`src/rtl/fetch_ctrl_pkg.sv`:
```
// Shared fetch definitions: state encoding, reset vector default, PC step, buffer entry type.
// Latency: n/a (types and constants only).
// Backpressure: n/a.
package fetch_ctrl_pkg;

    localparam int          XLEN_DEF      = 32;
    localparam logic [31:0] RESET_VEC_DEF = 32'h0000_0000;
    localparam logic [31:0] PC_INC        = 32'd4;

    typedef enum logic [1:0] {
        ST_IDLE  = 2'd0,
        ST_REQ   = 2'd1,
        ST_HOLD  = 2'd2,
        ST_FLUSH = 2'd3
    } fetch_state_e;

    // One fetched instruction together with the address it came from.
    typedef struct packed {
        logic [31:0] pc;
        logic [31:0] dat;
    } inst_ent_t;

    // Instruction addresses are always word aligned.
    function automatic logic [31:0] align_pc(input logic [31:0] addr);
        return {addr[31:2], 2'b00};
    endfunction

endpackage

```
`src/rtl/fetch_ctrl_buf.sv`:
```
// Single-entry instruction buffer between the imem response and decode.
// Latency: load visible on out_vld the cycle after in_vld.
// Backpressure: holds the entry while !out_rdy; a load in the transfer cycle reloads it.
//
// Ports: clk/rst; in_vld/in_dat load strobe and entry; flush drops the entry;
//        out_vld/out_rdy/out_dat valid-ready link to decode.
module fetch_ctrl_buf
    import fetch_ctrl_pkg::*;
(
    input  logic      clk,
    input  logic      rst,
    input  logic      in_vld,
    input  inst_ent_t in_dat,
    input  logic      flush,
    output logic      out_vld,
    input  logic      out_rdy,
    output inst_ent_t out_dat
);

    logic      vld_q;
    inst_ent_t ent_q;

    always_ff @(posedge clk or posedge rst) begin
        if (rst) begin
            vld_q <= 1'b0;
            ent_q <= '0;
        end else begin
            if (flush) begin
                vld_q <= 1'b0;
            end else if (in_vld) begin
                vld_q <= 1'b1;
                ent_q <= in_dat;
            end else if (vld_q && out_rdy) begin
                vld_q <= 1'b0;
            end
        end
    end

    assign out_vld = vld_q;
    assign out_dat = ent_q;

endmodule

```
`src/rtl/fetch_ctrl.sv`:
```
// Instruction fetch sequencer: owns the fetch PC, one outstanding imem request, trap > branch > +4.
// Latency: imem_ack in cycle N -> inst_valid at N+1; redirect at N -> new imem_addr at N+1 (or ack+1).
// Backpressure: buffer full and decode not ready -> request withdrawn (HOLD) until the transfer.
//
// Ports: clk, rst (async, active-high); redir_valid/redir_addr branch target; trap_valid/trap_addr
//        trap vector; imem_req/imem_addr/imem_ack/imem_rdata memory port; inst_valid/inst_ready/
//        inst_data/inst_pc decode link; fetch_pc trace; misalign_exc misaligned-branch pulse.
// Build option: FETCH_MISALIGN_CHK_EN enables the misaligned branch target check; without it
//        target low bits are cleared and misalign_exc is tied low.
module fetch_ctrl
    import fetch_ctrl_pkg::*;
#(
    parameter logic [31:0] RESET_VEC = RESET_VEC_DEF,
    parameter int          XLEN      = XLEN_DEF
) (
    input  logic            clk,
    input  logic            rst,
    input  logic            redir_valid,
    input  logic [XLEN-1:0] redir_addr,
    input  logic            trap_valid,
    input  logic [XLEN-1:0] trap_addr,
    output logic            imem_req,
    output logic [XLEN-1:0] imem_addr,
    input  logic            imem_ack,
    input  logic [XLEN-1:0] imem_rdata,
    output logic            inst_valid,
    input  logic            inst_ready,
    output logic [XLEN-1:0] inst_data,
    output logic [XLEN-1:0] inst_pc,
    output logic [XLEN-1:0] fetch_pc,
    output logic            misalign_exc
);

    fetch_state_e    state_q, state_d;
    logic [XLEN-1:0] fetch_pc_q, fetch_pc_d;
    logic [XLEN-1:0] flush_addr_q, flush_addr_d;
    logic            redirect;
    logic            buf_room;
    logic            xfer;
    logic            buf_ld_vld;
    inst_ent_t       buf_in_dat;
    inst_ent_t       buf_out_dat;
    logic            wait_nxt;   // parked in IDLE until a trap redirects

    assign redirect = trap_valid | redir_valid;
    assign xfer     = inst_valid & inst_ready;
    // An ack can only be taken if the buffer is empty or is being drained this cycle.
    assign buf_room = !inst_valid || inst_ready;

`ifdef FETCH_MISALIGN_CHK_EN
    logic bad_tgt;
    logic mis_wait_q;
    logic misalign_q;

    // Only branch targets are checked; a trap vector is trusted.
    assign bad_tgt  = redir_valid && !trap_valid && (redir_addr[1:0] != 2'b00);
    assign wait_nxt = trap_valid ? 1'b0 : (bad_tgt | mis_wait_q);

    always_ff @(posedge clk or posedge rst) begin
        if (rst) begin
            mis_wait_q <= 1'b0;
            misalign_q <= 1'b0;
        end else begin
            mis_wait_q <= wait_nxt;
            misalign_q <= bad_tgt;
        end
    end

    assign misalign_exc = misalign_q;
`else
    assign wait_nxt     = 1'b0;
    assign misalign_exc = 1'b0;
`endif

    always_ff @(posedge clk or posedge rst) begin
        if (rst) begin
            state_q      <= ST_IDLE;
            fetch_pc_q   <= RESET_VEC;
            flush_addr_q <= '0;
        end else begin
            state_q      <= state_d;
            fetch_pc_q   <= fetch_pc_d;
            flush_addr_q <= flush_addr_d;
        end
    end

    always_comb begin
        state_d      = state_q;
        fetch_pc_d   = fetch_pc_q;
        flush_addr_d = flush_addr_q;
        buf_ld_vld   = 1'b0;
        imem_req     = 1'b0;
        imem_addr    = fetch_pc_q;

        unique case (state_q)
            ST_IDLE: begin
                if (!wait_nxt) state_d = ST_REQ;
            end
            ST_REQ: begin
                imem_req = 1'b1;
                if (redirect) begin
                    if (imem_ack) begin
                        // Response of the old path lands now: drop it and restart.
                        state_d = wait_nxt ? ST_IDLE : ST_REQ;
                    end else begin
                        // Keep the old request alive until memory answers it.
                        state_d      = ST_FLUSH;
                        flush_addr_d = fetch_pc_q;
                    end
                end else if (imem_ack && buf_room) begin
                    buf_ld_vld = 1'b1;
                    fetch_pc_d = fetch_pc_q + PC_INC;
                    state_d    = inst_ready ? ST_REQ : ST_HOLD;
                end else if (inst_valid && !inst_ready) begin
                    // Buffer stuck full: withdraw the request; an ack arriving now is not
                    // consumed and the same PC is fetched again after the transfer.
                    state_d = ST_HOLD;
                end
            end
            ST_HOLD: begin
                if (redirect) begin
                    state_d = wait_nxt ? ST_IDLE : ST_REQ;
                end else if (xfer) begin
                    state_d = ST_REQ;
                end
            end
            ST_FLUSH: begin
                imem_req  = 1'b1;
                imem_addr = flush_addr_q;
                if (imem_ack) state_d = wait_nxt ? ST_IDLE : ST_REQ;
            end
            default: state_d = ST_IDLE;
        endcase

        if (redirect) begin
            fetch_pc_d = align_pc(trap_valid ? trap_addr : redir_addr);
        end
    end

    assign buf_in_dat = '{pc: fetch_pc_q, dat: imem_rdata};

    fetch_ctrl_buf u_buf (
        .clk     (clk),
        .rst     (rst),
        .in_vld  (buf_ld_vld),
        .in_dat  (buf_in_dat),
        .flush   (redirect),
        .out_vld (inst_valid),
        .out_rdy (inst_ready),
        .out_dat (buf_out_dat)
    );

    assign inst_data = buf_out_dat.dat;
    assign inst_pc   = buf_out_dat.pc;
    assign fetch_pc  = fetch_pc_q;

endmodule
```
`config.mk`:
```
export PLATFORM = sky130hd
export DESIGN_NAME = fetch_ctrl
export DESIGN_NICKNAME = d
export VERILOG_FILES = /design/src/rtl/fetch_ctrl_pkg.sv /design/src/rtl/fetch_ctrl_buf.sv /design/src/rtl/fetch_ctrl.sv
export SDC_FILE = /design/constraint.sdc
export NUM_CORES = 1
export LEC_CHECK = 0
export BUFFER_PORTS_ARGS = -buffer_cell sky130_fd_sc_hd__buf_4
export CAP_MARGIN = 20
export CELL_PAD_IN_SITES_DETAIL_PLACEMENT = 1
export CELL_PAD_IN_SITES_GLOBAL_PLACEMENT = 2
export CORE_UTILIZATION = 29
export DETAILED_ROUTE_END_ITERATION = 8
export PLACE_DENSITY = 0.83
export SYNTH_ARGS = -nofsm -noshare
export SYNTH_HDL_FRONTEND = slang
export SYNTH_HIERARCHICAL = 1
export SYNTH_SLANG_ARGS = --single-unit
```
`constraint.sdc`:
```
create_clock -name clk -period 2 [get_ports clk]
set_clock_uncertainty 0.2 [all_clocks]
set_input_delay 0.3 -clock clk [delete_from_list [all_inputs] [get_ports clk]]
set_output_delay 0.3 -clock clk [all_outputs]
set_load 0.05 [all_outputs]
```
# == Word-level counts from Yosys, hierarchy flattened ==
# Index checks and enable logic that the tools add are counted.
# word_totals
reg_bits,131
inputBits,102
out_inout_bits,131
elab_cells,53
# op_classes
addsub,1
eq_ne,6
mux,21
bitwise,4
n_reduce_logical,15
# ops
op,count
32-bit two-way mux,5
32-bit by 3-bit adder with 32-bit output (second input constant),1
2-bit two-way mux,8
2-bit one-hot mux with 4 select lines,1
1-bit two-way mux,7
3-bit AND reduction,2
2-bit equality test (second input constant),2
4-bit != test (second input constant),1
2-bit AND reduction,2
2-bit nonzero test,2
1-bit logical AND,3
3-bit != test (second input constant),1
3-bit nonzero test,1
2-bit by 1-bit equality test with 1-bit output (second input constant),1
1-bit logical NOT,2
2-bit logical NOT,1
2-bit != test (second input constant),1
1-bit NOT,2
2-bit OR reduction,1
1-bit AND,1
1-bit logical OR,1
1-bit bitwise OR,1

# == Logic depth before layout (Yosys ltp) ==
# logic_depth
word_depth,8
mapped_depth,8
ltp_nobuf,6

# == Modules after synthesis ==
# Netlist, hierarchy kept.
# modules_own_cells
module,instances,cells_each,area_each_um2,seq_area_each_um2
fetch_ctrl,1,387,3823.7,1551.5
fetch_ctrl_buf,1,141,2745.1,1626.6

# == Least setup slack after synthesis ==
# No wires, ideal clock.
# synth_path
path_kind,reg-to-reg
startpoint,register fetch_pc_q[2] (netlist: fetch_pc[2])
endpoint,register fetch_pc_q[28] (netlist: fetch_pc[28])
setup_ns,0.137
t_arrival_ns,2.182
required_time_ns,1.663
slack_ns,-0.520
stages_incl_launch_ff,7
path_buffers,0
synth_period_minus_slack_ns,2.520
cell_sequence,dfrtp_1 ha_1 nand3_1 or4_4 nor4_1 xnor2_1 a21oi_1
# synth_between
elab_chain_len,4
# synth_rtl
element,line_no,text
from (decl),fetch_ctrl.sv:35,"logic [XLEN-1:0] fetch_pc_q, fetch_pc_d;"
from (signal assigned),fetch_ctrl.sv:82,fetch_pc_q <= fetch_pc_d;
32-bit by 3-bit adder with 32-bit output,fetch_ctrl.sv:112,fetch_pc_d = fetch_pc_q + PC_INC;
32-bit two-way mux,fetch_ctrl.sv:110,end else if (imem_ack && buf_room) begin
32-bit two-way mux,fetch_ctrl.sv:95,unique case (state_q)
32-bit two-way mux,fetch_ctrl.sv:135,if (redirect) begin
# Every way passes these cells. The select of a mux whose other input is x is not followed.
# A chain may end at the register's enable or synchronous reset.

# == Worst setup path in the final report ==
# layout_path
startpoint,register state_q[0]
endpoint,output imem_addr[10]
# layout_between
elab_chain_len,2
# layout_rtl
element,line_no,text
from (decl),fetch_ctrl.sv:34,"fetch_state_e state_q, state_d;"
from (signal assigned),fetch_ctrl.sv:81,state_q <= state_d;
2-bit equality test,fetch_ctrl.sv:95,
32-bit two-way mux,fetch_ctrl.sv:95,
to (decl),fetch_ctrl.sv:23,"output logic [XLEN-1:0] imem_addr,"
# Every way passes these cells.

==> flow_summary.toml <==
[status]
status = "finished with violations"
violations = "DRC, setup timing"

[synthesis]
synth_area_um2 = 6569
synth.largest_area_cell = "dfrtp_1"
ys_seq_elements = 127
synth_enable_flop_cells = 0
yosys.area.top_type_share_pct = 48.38
synth.top_cells.by_area = "dfrtp_1, mux2_4, mux2_2, buf_12, xnor2_1"
ys_seq_area_share_pct = 48.38
synthTopCellsByCount = "dfrtp_1, mux2_2, mux2_4, nand2_1, clkbuf_1"
ys_warn_count = 6
synthCells = 528
syn_avg_cell_area_um2 = 12.44
synthArstFlopShare_pct = 100.0
ys_types = 52
synth_top_flop_cell = "dfrtp_1"
yosysMostFrequentCell = "dfrtp_1"

[clock_network]
clk_pin_slew_worst_paths_ns = 0.06
clock_latency_ns = 0.42
htree_num_levels = 4
cts-root-buf = "clkbuf_16"
cts_buffers = 17
cts.sinks = 127
cts_tree = "yes"
clockBufferDepth = 2

[global_routing]
grt_start_max_net_pins = 66
grt_pass1_wl_um = 36320
antenna_found_initial = 2
track_usage_pct = 20.36
grt.overflow.total = 0
first_global_vias = 6097

[timing]
fin_tns_setup_ns = -16.45
finalSetupViolations = 110
hold_viol_final = 0
fin_crit_sh_pct = 111.3
maxSlewViolCount = 0
rsz0062_at_grt = "yes"
fmax_ghz = 0.4494
hold_ws_ns = 0.02834
setup_ws_ns = -0.2254
fin_crit_ns = 2.225

[critical_path]
cp-start-kind = "register"
rrSetupSlack_ns = -0.21
crit_arrival_ns = 1.73
crit_required_ns = 1.50
critPathCaptureType = "output pin"
cp_max_fo = 6
worstSetupPathType = "reg -> out"

[pwr]
cellPowerDensity_nw_per_um2 = 1051
power_mw = 11.99
p_leak_nw = 5.325
peakVddDrop_v = 0.0005595

[layout]
final_area_um2 = 11420
layout.cells.non_filler = 1190
area_growth_pct = 73.79
final_core_util_pct = 51.83
finish.net_count = 999
final_layout_size_suffix_gt1_share_pct = 60.51

[floorplanning]
fp-row-count = 54
start_util_pct = 29.82
die_area_um2 = 23260
die_y_um = 152.5
ios = 233
die_x_um = 152.5
core_area_um2 = 22030

[hold_path]
hold_path_class = "in -> reg"

[placement]
portBuffers = 223
routabilityCongestion = 0.7493
dp_hpwl_um = 15230
dpl_worst_slack_ns = -0.08131
place_area_um2 = 9185
dp_cells = 1070

[flow_run]
max_cap_viol_count = 0

[route]
wl_per_cell_um = 20.80
num_vias = 5720
drt-vias-per-instance = 4.807
drt-pass1-iter-count = 7
ant_nets = 0
drt-total-wl_um = 24750
drc = 23
initialDrtViolationCount = 270
[flip-flops by register name (all words and copies together) (netlist names)]
register and cells:
fetch_pc 30, u_buf/out_vld 1, flush_addr_q 30, state_q 2, u_buf/out_dat 64
[path summary, 6_finish.rpt]
path                                  start                 to  cells past startpoint
max                              state_q[0]      imem_addr[10]                      5
min                          redir_addr[16]       fetch_pc[16]                      3
max reg2reg                      state_q[1]  u_buf/out_dat[12]                      9
min reg2reg                flush_addr_q[10]   flush_addr_q[10]                      1
max in group asynchronous               rst       fetch_pc[23]                      4
min in group asynchronous               rst       fetch_pc[10]                      4
[critical path: stages (launching register included)]
cell	delay (ns)
dfrtp_1	0.38
buf_6	0.14
nand2_8	0.14
buf_8	0.15
mux2_2	0.34
buf_6	0.16
[metal layers]
layer / share of wire [%] / global-route usage, % / vias up
li1: - / - / 2637
met1: 44 / 25.86 / 2885
met2: 50 / 34.80 / 179
met3: 5.6 / 4.721 / 17
met4: 0.88 / 5.195 / 2
met5: 0.069 / 0 / -
[repair_timing]
item / 4_1_cts / 5_1_grt
setup endpoints to repair: 75 / 145
hold endpoints to repair: 185 / 1
setup buffers: 4 / 9
gates cloned: 2 / 9
resized for setup: 97 / 60
hold buffers: 62 / 1
pin swaps: 10 / 22
[where the power goes]
part / internal (mW) / leakage (nW) / total [mW] / switching, mW
Sequential: 3.14 / 1.54 / 3.50 / 0.366
Clock: 1.96 / 0.293 / 3.22 / 1.26
Combinational: 2.22 / 3.49 / 5.27 / 3.05
[area by class of cell]
cell class	count	area (µm²)
Fill cell	2258	10610
Timing Repair Buffer	383	3652
Multi-Input combinational cell	355	3553
Sequential cell	127	3209
Clock buffer	17	425.4
Tap cell	280	350.3
Clock inverter	15	170.2
Inverter	12	52.55
Antenna cell	1	2.502
[layout by cell type (no fill, tap or decap), drive strengths merged, types with 4 or more instances in the layout]
cell type / n
and3: 6
o21ai: 8
nand3: 10
buf: 313
dlygate4sd3: 63
nor2: 15
clkbuf: 24
clkinv: 9
nand4: 10
xnor2: 15
nor3: 10
dfrtp: 127
nor4: 12
xor2: 5
nand3b: 4
a21oi: 20
a211oi: 13
clkinvlp: 4
nand2: 31
conb: 7
mux2: 125
inv: 11
nor2b: 18
mux2i: 7
nor3b: 4
[cell families after synthesis]
logic type	share of synthesized area, %
AO/OA/AOI/OAI	6.591
adder cells (fa/ha/maj)	0.1904
other	0.05709
AND/OR/NAND/NOR	11.10
XOR/XNOR	2.667
flip-flops	48.38
multiplexers	25.92
buffers and inverters	5.086
Note: power is estimated with default switching activity, not from simulation.
